==> src/rtl/mem_port_arbiter_if.sv <==
// mem_port_arbiter_if
//   Bundles the fetch requester, data requester, memory port and status
//   signals of mem_port_arbiter.
//   slave  : arbiter side (drives grants, responses, memory command, status)
//   master : environment side (drives requests and memory responses)
interface mem_port_arbiter_if #(
  parameter int ADDR_W = 32,
  parameter int DATA_W = 32
);
  logic              if_req;
  logic [ADDR_W-1:0] if_addr;
  logic              if_gnt;
  logic              if_rvalid;
  logic [DATA_W-1:0] if_rdata;

  logic              d_req;
  logic [ADDR_W-1:0] d_addr;
  logic [DATA_W-1:0] d_wdata;
  logic              d_rw;
  logic [1:0]        d_size;
  logic              d_gnt;
  logic              d_rvalid;
  logic [DATA_W-1:0] d_rdata;

  logic              mem_req;
  logic [ADDR_W-1:0] mem_addr;
  logic [DATA_W-1:0] mem_wdata;
  logic              mem_rw;
  logic [1:0]        mem_size;
  logic              mem_rvalid;
  logic [DATA_W-1:0] mem_rdata;

  logic              busy;
  logic              err_timeout;
  logic              err_spurious;

  modport slave (
    input  if_req, if_addr,
    output if_gnt, if_rvalid, if_rdata,
    input  d_req, d_addr, d_wdata, d_rw, d_size,
    output d_gnt, d_rvalid, d_rdata,
    output mem_req, mem_addr, mem_wdata, mem_rw, mem_size,
    input  mem_rvalid, mem_rdata,
    output busy, err_timeout, err_spurious
  );

  modport master (
    output if_req, if_addr,
    input  if_gnt, if_rvalid, if_rdata,
    output d_req, d_addr, d_wdata, d_rw, d_size,
    input  d_gnt, d_rvalid, d_rdata,
    input  mem_req, mem_addr, mem_wdata, mem_rw, mem_size,
    output mem_rvalid, mem_rdata,
    input  busy, err_timeout, err_spurious
  );
endinterface

==> src/rtl/mem_port_arbiter.sv <==
// mem_port_arbiter
//   Shares one multi-cycle memory port between instruction fetch (IF) and
//   data load/store (D), one transaction outstanding at a time. D has
//   priority; after STARVE_LIMIT consecutive D grants with IF waiting, IF
//   wins. A transaction with no response for TIMEOUT wait cycles is
//   abandoned. Sticky error flags report timeouts and stray responses.
// Ports
//   clock, reset : clock; synchronous active-high reset
//   bus          : mem_port_arbiter_if.slave (requests, grants, responses,
//                  memory command/response, busy and error flags)
//
// state | meaning
// ------+-----------------------------------------------------------------
// IDLE  | no transaction; arbitrate when any request is present
// ISSUE | one cycle: memory command strobe and grant pulse to the winner
// WAIT  | waiting for mem_rvalid; back-to-back arbitration on response
module mem_port_arbiter #(
  parameter int ADDR_W       = 32,
  parameter int DATA_W       = 32,
  parameter int STARVE_LIMIT = 3,
  parameter int TIMEOUT      = 15
) (
  input logic               clock,
  input logic               reset,
  mem_port_arbiter_if.slave bus
);
  localparam int SW = $clog2(STARVE_LIMIT + 1);
  localparam int TW = $clog2(TIMEOUT + 1);
  localparam logic [SW-1:0] STREAK_MAX = SW'(STARVE_LIMIT);
  localparam logic [TW-1:0] TCNT_LAST  = TW'(TIMEOUT - 1);

  typedef enum logic [1:0] {S_IDLE, S_ISSUE, S_WAIT} state_t;

  state_t            state_q, state_d;
  logic              owner_q, owner_d;   // 1 = data side owns the transaction
  logic [SW-1:0]     streak_q, streak_d;
  logic [TW-1:0]     tcnt_q, tcnt_d;
  logic [ADDR_W-1:0] addr_q, addr_d;
  logic [DATA_W-1:0] wdata_q, wdata_d;
  logic              rw_q, rw_d;
  logic [1:0]        size_q, size_d;
  logic              err_to_q, err_to_d;
  logic              err_sp_q, err_sp_d;
  logic              arb, pick_d;

  always_ff @(posedge clock) begin
    if (reset) begin
      state_q  <= S_IDLE;
      owner_q  <= 1'b0;
      streak_q <= '0;
      tcnt_q   <= '0;
      addr_q   <= '0;
      wdata_q  <= '0;
      rw_q     <= 1'b0;
      size_q   <= 2'b00;
      err_to_q <= 1'b0;
      err_sp_q <= 1'b0;
    end else begin
      state_q  <= state_d;
      owner_q  <= owner_d;
      streak_q <= streak_d;
      tcnt_q   <= tcnt_d;
      addr_q   <= addr_d;
      wdata_q  <= wdata_d;
      rw_q     <= rw_d;
      size_q   <= size_d;
      err_to_q <= err_to_d;
      err_sp_q <= err_sp_d;
    end
  end

  always_comb begin
    state_d  = state_q;
    owner_d  = owner_q;
    streak_d = streak_q;
    tcnt_d   = tcnt_q;
    addr_d   = addr_q;
    wdata_d  = wdata_q;
    rw_d     = rw_q;
    size_d   = size_q;
    err_to_d = err_to_q;
    // A response is only expected while waiting; anything else is stray.
    err_sp_d = err_sp_q | (bus.mem_rvalid & (state_q != S_WAIT));
    arb      = 1'b0;
    pick_d   = 1'b0;

    unique case (state_q)
      S_IDLE:  arb = bus.if_req | bus.d_req;
      S_ISSUE: begin
        state_d = S_WAIT;
        tcnt_d  = '0;
      end
      S_WAIT: begin
        if (bus.mem_rvalid) begin
          if (bus.if_req || bus.d_req) arb = 1'b1;
          else                         state_d = S_IDLE;
        end else if (tcnt_q == TCNT_LAST) begin
          err_to_d = 1'b1;
          state_d  = S_IDLE;
        end else begin
          tcnt_d = tcnt_q + 1'b1;
        end
      end
      default: state_d = S_IDLE;
    endcase

    if (arb) begin
      state_d = S_ISSUE;
      pick_d  = bus.d_req & ~(bus.if_req & (streak_q == STREAK_MAX));
      owner_d = pick_d;
      if (pick_d) begin
        addr_d   = bus.d_addr;
        wdata_d  = bus.d_wdata;
        rw_d     = bus.d_rw;
        size_d   = bus.d_size;
        // Count only D wins that made a waiting fetch lose.
        if (!bus.if_req)                streak_d = '0;
        else if (streak_q != STREAK_MAX) streak_d = streak_q + 1'b1;
      end else begin
        addr_d   = bus.if_addr;
        wdata_d  = '0;
        rw_d     = 1'b0;
        size_d   = 2'b10;        // fetches are word reads
        streak_d = '0;
      end
    end
  end

  logic live, issue, rsp;
  assign live  = ~reset;
  assign issue = live & (state_q == S_ISSUE);
  assign rsp   = live & (state_q == S_WAIT) & bus.mem_rvalid;

  assign bus.mem_req      = issue;
  assign bus.if_gnt       = issue & ~owner_q;
  assign bus.d_gnt        = issue & owner_q;
  assign bus.if_rvalid    = rsp & ~owner_q;
  assign bus.d_rvalid     = rsp & owner_q;
  assign bus.if_rdata     = live ? bus.mem_rdata : '0;
  assign bus.d_rdata      = live ? bus.mem_rdata : '0;
  assign bus.busy         = live & (state_q != S_IDLE);
  assign bus.mem_addr     = addr_q;
  assign bus.mem_wdata    = wdata_q;
  assign bus.mem_rw       = rw_q;
  assign bus.mem_size     = size_q;
  assign bus.err_timeout  = err_to_q;
  assign bus.err_spurious = err_sp_q;
endmodule
==> src/flat_wrapper.sv <==
// flat-port wrapper written by rule: the top's interface ports become plain ports
module mem_port_arbiter_flat 
#(
  parameter int ADDR_W       = 32,
  parameter int DATA_W       = 32,
  parameter int STARVE_LIMIT = 3,
  parameter int TIMEOUT      = 15
)
  (clock, reset, bus_if_req, bus_if_addr, bus_if_gnt, bus_if_rvalid, bus_if_rdata, bus_d_req, bus_d_addr, bus_d_wdata, bus_d_rw, bus_d_size, bus_d_gnt, bus_d_rvalid, bus_d_rdata, bus_mem_req, bus_mem_addr, bus_mem_wdata, bus_mem_rw, bus_mem_size, bus_mem_rvalid, bus_mem_rdata, bus_busy, bus_err_timeout, bus_err_spurious);
  mem_port_arbiter_if #(.ADDR_W(ADDR_W), .DATA_W(DATA_W)) bus_i ();
  input logic clock;
  input logic reset;
  input wire logic [$bits(bus_i.if_req)-1:0] bus_if_req;
  input wire logic [$bits(bus_i.if_addr)-1:0] bus_if_addr;
  output wire logic [$bits(bus_i.if_gnt)-1:0] bus_if_gnt;
  output wire logic [$bits(bus_i.if_rvalid)-1:0] bus_if_rvalid;
  output wire logic [$bits(bus_i.if_rdata)-1:0] bus_if_rdata;
  input wire logic [$bits(bus_i.d_req)-1:0] bus_d_req;
  input wire logic [$bits(bus_i.d_addr)-1:0] bus_d_addr;
  input wire logic [$bits(bus_i.d_wdata)-1:0] bus_d_wdata;
  input wire logic [$bits(bus_i.d_rw)-1:0] bus_d_rw;
  input wire logic [$bits(bus_i.d_size)-1:0] bus_d_size;
  output wire logic [$bits(bus_i.d_gnt)-1:0] bus_d_gnt;
  output wire logic [$bits(bus_i.d_rvalid)-1:0] bus_d_rvalid;
  output wire logic [$bits(bus_i.d_rdata)-1:0] bus_d_rdata;
  output wire logic [$bits(bus_i.mem_req)-1:0] bus_mem_req;
  output wire logic [$bits(bus_i.mem_addr)-1:0] bus_mem_addr;
  output wire logic [$bits(bus_i.mem_wdata)-1:0] bus_mem_wdata;
  output wire logic [$bits(bus_i.mem_rw)-1:0] bus_mem_rw;
  output wire logic [$bits(bus_i.mem_size)-1:0] bus_mem_size;
  input wire logic [$bits(bus_i.mem_rvalid)-1:0] bus_mem_rvalid;
  input wire logic [$bits(bus_i.mem_rdata)-1:0] bus_mem_rdata;
  output wire logic [$bits(bus_i.busy)-1:0] bus_busy;
  output wire logic [$bits(bus_i.err_timeout)-1:0] bus_err_timeout;
  output wire logic [$bits(bus_i.err_spurious)-1:0] bus_err_spurious;
  assign bus_i.if_req = bus_if_req;
  assign bus_i.if_addr = bus_if_addr;
  assign bus_if_gnt = bus_i.if_gnt;
  assign bus_if_rvalid = bus_i.if_rvalid;
  assign bus_if_rdata = bus_i.if_rdata;
  assign bus_i.d_req = bus_d_req;
  assign bus_i.d_addr = bus_d_addr;
  assign bus_i.d_wdata = bus_d_wdata;
  assign bus_i.d_rw = bus_d_rw;
  assign bus_i.d_size = bus_d_size;
  assign bus_d_gnt = bus_i.d_gnt;
  assign bus_d_rvalid = bus_i.d_rvalid;
  assign bus_d_rdata = bus_i.d_rdata;
  assign bus_mem_req = bus_i.mem_req;
  assign bus_mem_addr = bus_i.mem_addr;
  assign bus_mem_wdata = bus_i.mem_wdata;
  assign bus_mem_rw = bus_i.mem_rw;
  assign bus_mem_size = bus_i.mem_size;
  assign bus_i.mem_rvalid = bus_mem_rvalid;
  assign bus_i.mem_rdata = bus_mem_rdata;
  assign bus_busy = bus_i.busy;
  assign bus_err_timeout = bus_i.err_timeout;
  assign bus_err_spurious = bus_i.err_spurious;
  mem_port_arbiter #(.ADDR_W(ADDR_W), .DATA_W(DATA_W), .STARVE_LIMIT(STARVE_LIMIT), .TIMEOUT(TIMEOUT)) u_core (.clock(clock), .reset(reset), .bus(bus_i));
endmodule
==> config.mk <==
export PLATFORM = sky130hd
export DESIGN_NAME = mem_port_arbiter_flat
export DESIGN_NICKNAME = d
export VERILOG_FILES = /design/src/rtl/mem_port_arbiter_if.sv /design/src/rtl/mem_port_arbiter.sv /design/src/flat_wrapper.sv
export SDC_FILE = /design/constraint.sdc
export NUM_CORES = 1
export LEC_CHECK = 0
export CAP_MARGIN = 5
export CORE_MARGIN = 2
export CORE_UTILIZATION = 34
export DETAILED_ROUTE_END_ITERATION = 8
export GPL_TIMING_DRIVEN = 0
export PLACE_DENSITY = 0.82
export RECOVER_POWER = 25
export SLEW_MARGIN = 20
export SYNTH_ARGS = -nofsm -noshare
export SYNTH_HDL_FRONTEND = slang
export SYNTH_SLANG_ARGS = --single-unit
==> constraint.sdc <==
create_clock -name clock -period 1.7 [get_ports clock]
set_input_delay 0.255 -clock clock [delete_from_list [all_inputs] [get_ports clock]]
set_output_delay 0.255 -clock clock [all_outputs]
set_load 0.05 [all_outputs]
# Word-level counts from Yosys, hierarchy flattened
# Cells that the tools add are included.
[totals]
ff_bits = 78
in_bits = 136
output_inout_bits = 139
elab_cells = 74
[op_classes]
n_addsub = 2
eq_ne = 14
mux = 19
bitwise_logic = 18
n_reduce_logical = 10
[ops]
columns = ["cell", "count"]
rows = [
  ["32-bit two-way mux", 3],
  ["2-bit two-way mux", 7],
  ["3-bit AND reduction", 4],
  ["1-bit bitwise AND", 11],
  ["4-bit two-way mux", 2],
  ["2-bit != test, second input constant", 4],
  ["4-bit one-hot mux with 2 select lines", 1],
  ["3-bit != test, second input constant", 2],
  ["2-bit one-hot mux with 3 select lines", 1],
  ["1-bit NOT", 5],
  ["4-bit by 1-bit adder with 4-bit output, second input constant", 1],
  ["2-bit == test, second input constant", 2],
  ["4-bit == test, second input constant", 1],
  ["1-bit two-way mux", 4],
  ["4-bit by 2-bit != test with 1-bit output, second input constant", 1],
  ["4-bit by 3-bit != test with 1-bit output, second input constant", 1],
  ["2-bit nonzero test", 2],
  ["3-bit by 2-bit != test with 1-bit output, second input constant", 1],
  ["2-bit by 1-bit adder with 2-bit output, second input constant", 1],
  ["2-bit by 1-bit == test with 1-bit output, second input constant", 1],
  ["2-bit zero test", 1],
  ["2-bit by 1-bit != test with 1-bit output, second input constant", 1],
  ["1-bit OR", 2],
  ["1-bit one-hot mux with 2 select lines", 1],
  ["other kinds (3)", 3],
]

# Longest topological paths before layout
[depth]
word_depth = 6
mapped_depth = 7
ltp_nobuf = 6

# Least setup slack after synthesis
# Ideal clock, no wire load.
[synth_path]
path_kind = "reg-to-output"
startpoint = "register u_core.state_q[0]"
endpoint = "output bus_d_rvalid"
arrival_ns = 2.133
t_required_ns = 1.445
slack_ns = -0.688
stages_incl_launch_ff = 4
path_buffers = 0
cell_sequence = "dfxtp_1 inv_1 nand2_1 nor4b_1"
[synth_via]
elab_chain_cells = 4
[synth_lines]
columns = ["item", "line", "source"]
rows = [
  ["from (decl)", "mem_port_arbiter.sv:34", "state_t state_q, state_d;"],
  ["from (signal assigned)", "mem_port_arbiter.sv:59", "state_q <= state_d;"],
  ["2-bit == test", "mem_port_arbiter.sv:132", "assign rsp = live & (state_q == S_WAIT) & bus.mem_rvalid;"],
  ["1-bit bitwise AND (2 in a row)", "mem_port_arbiter.sv:132", ""],
  ["1-bit bitwise AND", "mem_port_arbiter.sv:138", "assign bus.d_rvalid = rsp & owner_q;"],
  ["to (decl)", "flat_wrapper.sv:24", "output wire logic [$bits(bus_i.d_rvalid)-1:0] bus_d_rvalid;"],
]
# No other way between the ends.

# Final worst setup path
[layout_path]
startpoint = "input reset"
endpoint = "output bus_d_rdata[7]"
[layout_via]
elab_chain_cells = 1
[layout_lines]
columns = ["item", "line", "source"]
rows = [
  ["from (decl)", "flat_wrapper.sv:12", "input logic reset;"],
  ["32-bit two-way mux", "mem_port_arbiter.sv:140", "assign bus.d_rdata = live ? bus.mem_rdata : '0;"],
  ["to (decl)", "flat_wrapper.sv:25", "output wire logic [$bits(bus_i.d_rdata)-1:0] bus_d_rdata;"],
]
# No other way between the ends.

==> impl_metrics.yaml <==
pwr:
  p_leak_nw: 2.88
  vdd_drop_max_mv: 0.530
  finalPower_mw: 5.59
  power.density_nw_per_um2: 858
setup_path:
  slowest_delay_ns: 0.41
  path_buf_inv: 3
  path_delay_family: "buffers and inverters"
  endpoint_kind: "output port"
  critPathLaunch: "reset"
  cp_max_fo: 10
  r2r-start: "u_core.streak_q[0]"
  crit_type: "primary input to output port"
  arrival_ns: 1.39
  crit_path_start_kind: "primary input"
  path_cells: "dlygate4sd2_1 -> clkbuf_2 -> nor2b_1 -> clkdlybuf4s15_2"
  required_ns: 1.44
  slowest_stage: "clkdlybuf4s15_2"
synth:
  yosysMostFrequentCell: "dfxtp_1"
  synth-seq-cells: 78
  synthesis.nets: 574
  yosysSeqAreaShare_pct: 44.0
  synth_area_um2: 3550
  ys_async_sr_fraction_pct: 0
  yosys.area.top_type: "dfxtp_1"
  syn_inst: 435
  synth-edff-count: 0
  synthTopCellsByCount: "dfxtp_1, a21oi_1, nand2_1"
  synth.top_cells.by_area: "dfxtp_1, buf_4, a211oi_1"
  yosysWarningCount: 0
  synth_top_area_share_pct: 44.0
  syn_area_per_cell_um2: 8.16
  synth_flop_cell: "dfxtp_1"
  synth.distinct_cells: 29
timing:
  tightestPinTransition_ns: 0.606
  setup_ws_ns: 0.0521
  maxSlewHeadroom_pct: 59.5
  drv_slew: 0
  finalCritPeriodShare_pct: 96.9
  final-hold-violation-count: 0
  rsz0062_at_grt: "false"
  skew_ns: 0.00758
  tns_ns: 0
  setup_viol: 0
  hold-worst-slack_ns: 0.331
  finalCriticalPeriod_ns: 1.65
  fmax_mhz: 607
floorplanning:
  dieArea_um2: 11300
  rows: 37
  die_w_um: 106
  die_h_um: 106
  boundaryPins: 275
  coreArea_um2: 10200
  start_util_pct: 34.7
layout:
  drive_gt1_share_pct: 22.8
  antenna-diode-count: 0
  fin_nets: 859
  stdcell_count: 860
  syn_to_final_growth_pct: 83.6
  fillers: 901
route:
  ant_nets: 0
  wire_per_inst_um: 15.9
  drc: 0
  num_vias: 4194
  firstDrtPassIters: 6
  viasPerCell: 4.88
  drt-initial-drc-count: 171
  wirelength_um: 13700
hold_path:
  hp-class: "primary input to flop"
  hp-start: "bus_if_req"
global_route:
  antenna_found_initial: 0
  grt_overflow: 0
  grtUsageTotal_pct: 23.3
  grt_max_degree: 13
  grt_pass1_wl_um: 20800
  grt_pass1_vias: 4216
clocking:
  cts_tree: "yes"
  clkLatencyLatePin_ns: 0.34
  cts_resized: 367
  h-tree-depth: 3
  clock_sinks: 78
  clockBufferDepth: 2
  cts_made_buffers: 9
  clkSlewWorstSetupHoldPaths_ns: 0.08
  post_cts_buffers: 0
  cts_root_buffer: "clkbuf_8"
  postCtsHoldBufs: 0
flow_run:
  cap_violations: 0
placement:
  post-place-cells: 845
  routabilityCongestion: 0.836
  port_buffers: 274
  dpl_worst_slack_ns: -1.26
  dp_hpwl_um: 11000
run_status:
  outcome: "completed"
==> power by group <==
part	internal (mW)	total [mW]	switching [mW]
Combinational	0.717	2.00	1.28
Clock	0.895	1.55	0.656
Sequential	1.97	2.04	0.0720
Total	3.58	5.59	2.01
==> through the flow <==
stage               area, µm²  util [%]
finish                   6520      63.7
global route             6520      63.7
detailed placement       6480      63.4
global placement         6480      63.4
floorplan                3570         -
CTS                      6520      63.7
==> metal layers <==
layer  global-route usage (%)  part of all wire, %  wire, µm
met2                     44.2                   53      7280
met3                     6.44                  7.5      1030
met5                        0                    0         0
met1                     24.5                   37      5080
met4                     7.42                  2.2       295
==> worst register-to-register path, delay by kind of cell, from the launching register on <==
| kind | cells | cell delay (ns) |
|---|---|---|
| fa+ha+maj | 1 | 0.20 |
| flops | 1 | 0.33 |
| buf+inv | 1 | 0.19 |
| compound gates | 2 | 0.37 |
| simple gates | 2 | 0.40 |
==> final timing paths <==
kind | end | slack [ns] | cells past startpoint
worst max-delay path | bus_d_rdata[7] | 0.05 | 4
worst min-delay path | u_core.streak_q[1] | 0.33 | 3
worst max register to register | u_core.bus.mem_addr[31] | 0.12 | 6
worst min register to register | u_core.bus.mem_wdata[23] | 0.45 | 2
==> flip-flops by register name, indices dropped and copies added, names as in the netlist, 2 cells and up <==
| name | cells |
|---|---|
| u_core.state_q | 2 |
| u_core.bus.mem_wdata | 32 |
| u_core.bus.mem_size | 2 |
| u_core.streak_q | 2 |
| u_core.bus.mem_addr | 32 |
| u_core.tcnt_q | 4 |
==> placed cells by master, fill, tap and decap left out, types with 3 or more instances in the layout <==
| cell type | n |
|---|---|
| nand3_1 | 40 |
| dfxtp_1 | 76 |
| a21oi_1 | 43 |
| dlygate4sd2_1 | 71 |
| nand2_1 | 41 |
| clkdlybuf4s15_2 | 30 |
| clkbuf_1 | 6 |
| clkbuf_2 | 5 |
| clkbuf_8 | 12 |
| nor2_1 | 38 |
| buf_2 | 54 |
| o22ai_1 | 32 |
| buf_4 | 38 |
| ha_1 | 3 |
| a211oi_1 | 29 |
| a211oi_2 | 3 |
| nor2b_1 | 31 |
| clkdlybuf4s50_1 | 132 |
==> kinds of logic after synthesis <==
logic type	count (synthesis)	share of synthesized area, %
compound gates	110	19.5
xor+xnor	2	0.494
fa+ha+maj	3	1.06
buf+inv	73	12.1
flops	78	44.0
simple gates	169	22.8
==> area by class of cell <==
type,count,area [µm²],share of cell area (%)
plain buffers,69,438,6.72
clock buffers,11,151,2.32
clock inverters,4,70.1,1.08
inverters,4,15.0,0.230
multi-input cells,284,1600,24.5
flip-flops and latches,78,1560,24.0
well taps,136,170,2.61
repair buffers,274,2510,38.5
Note: power is estimated with default switching activity, not from simulation.
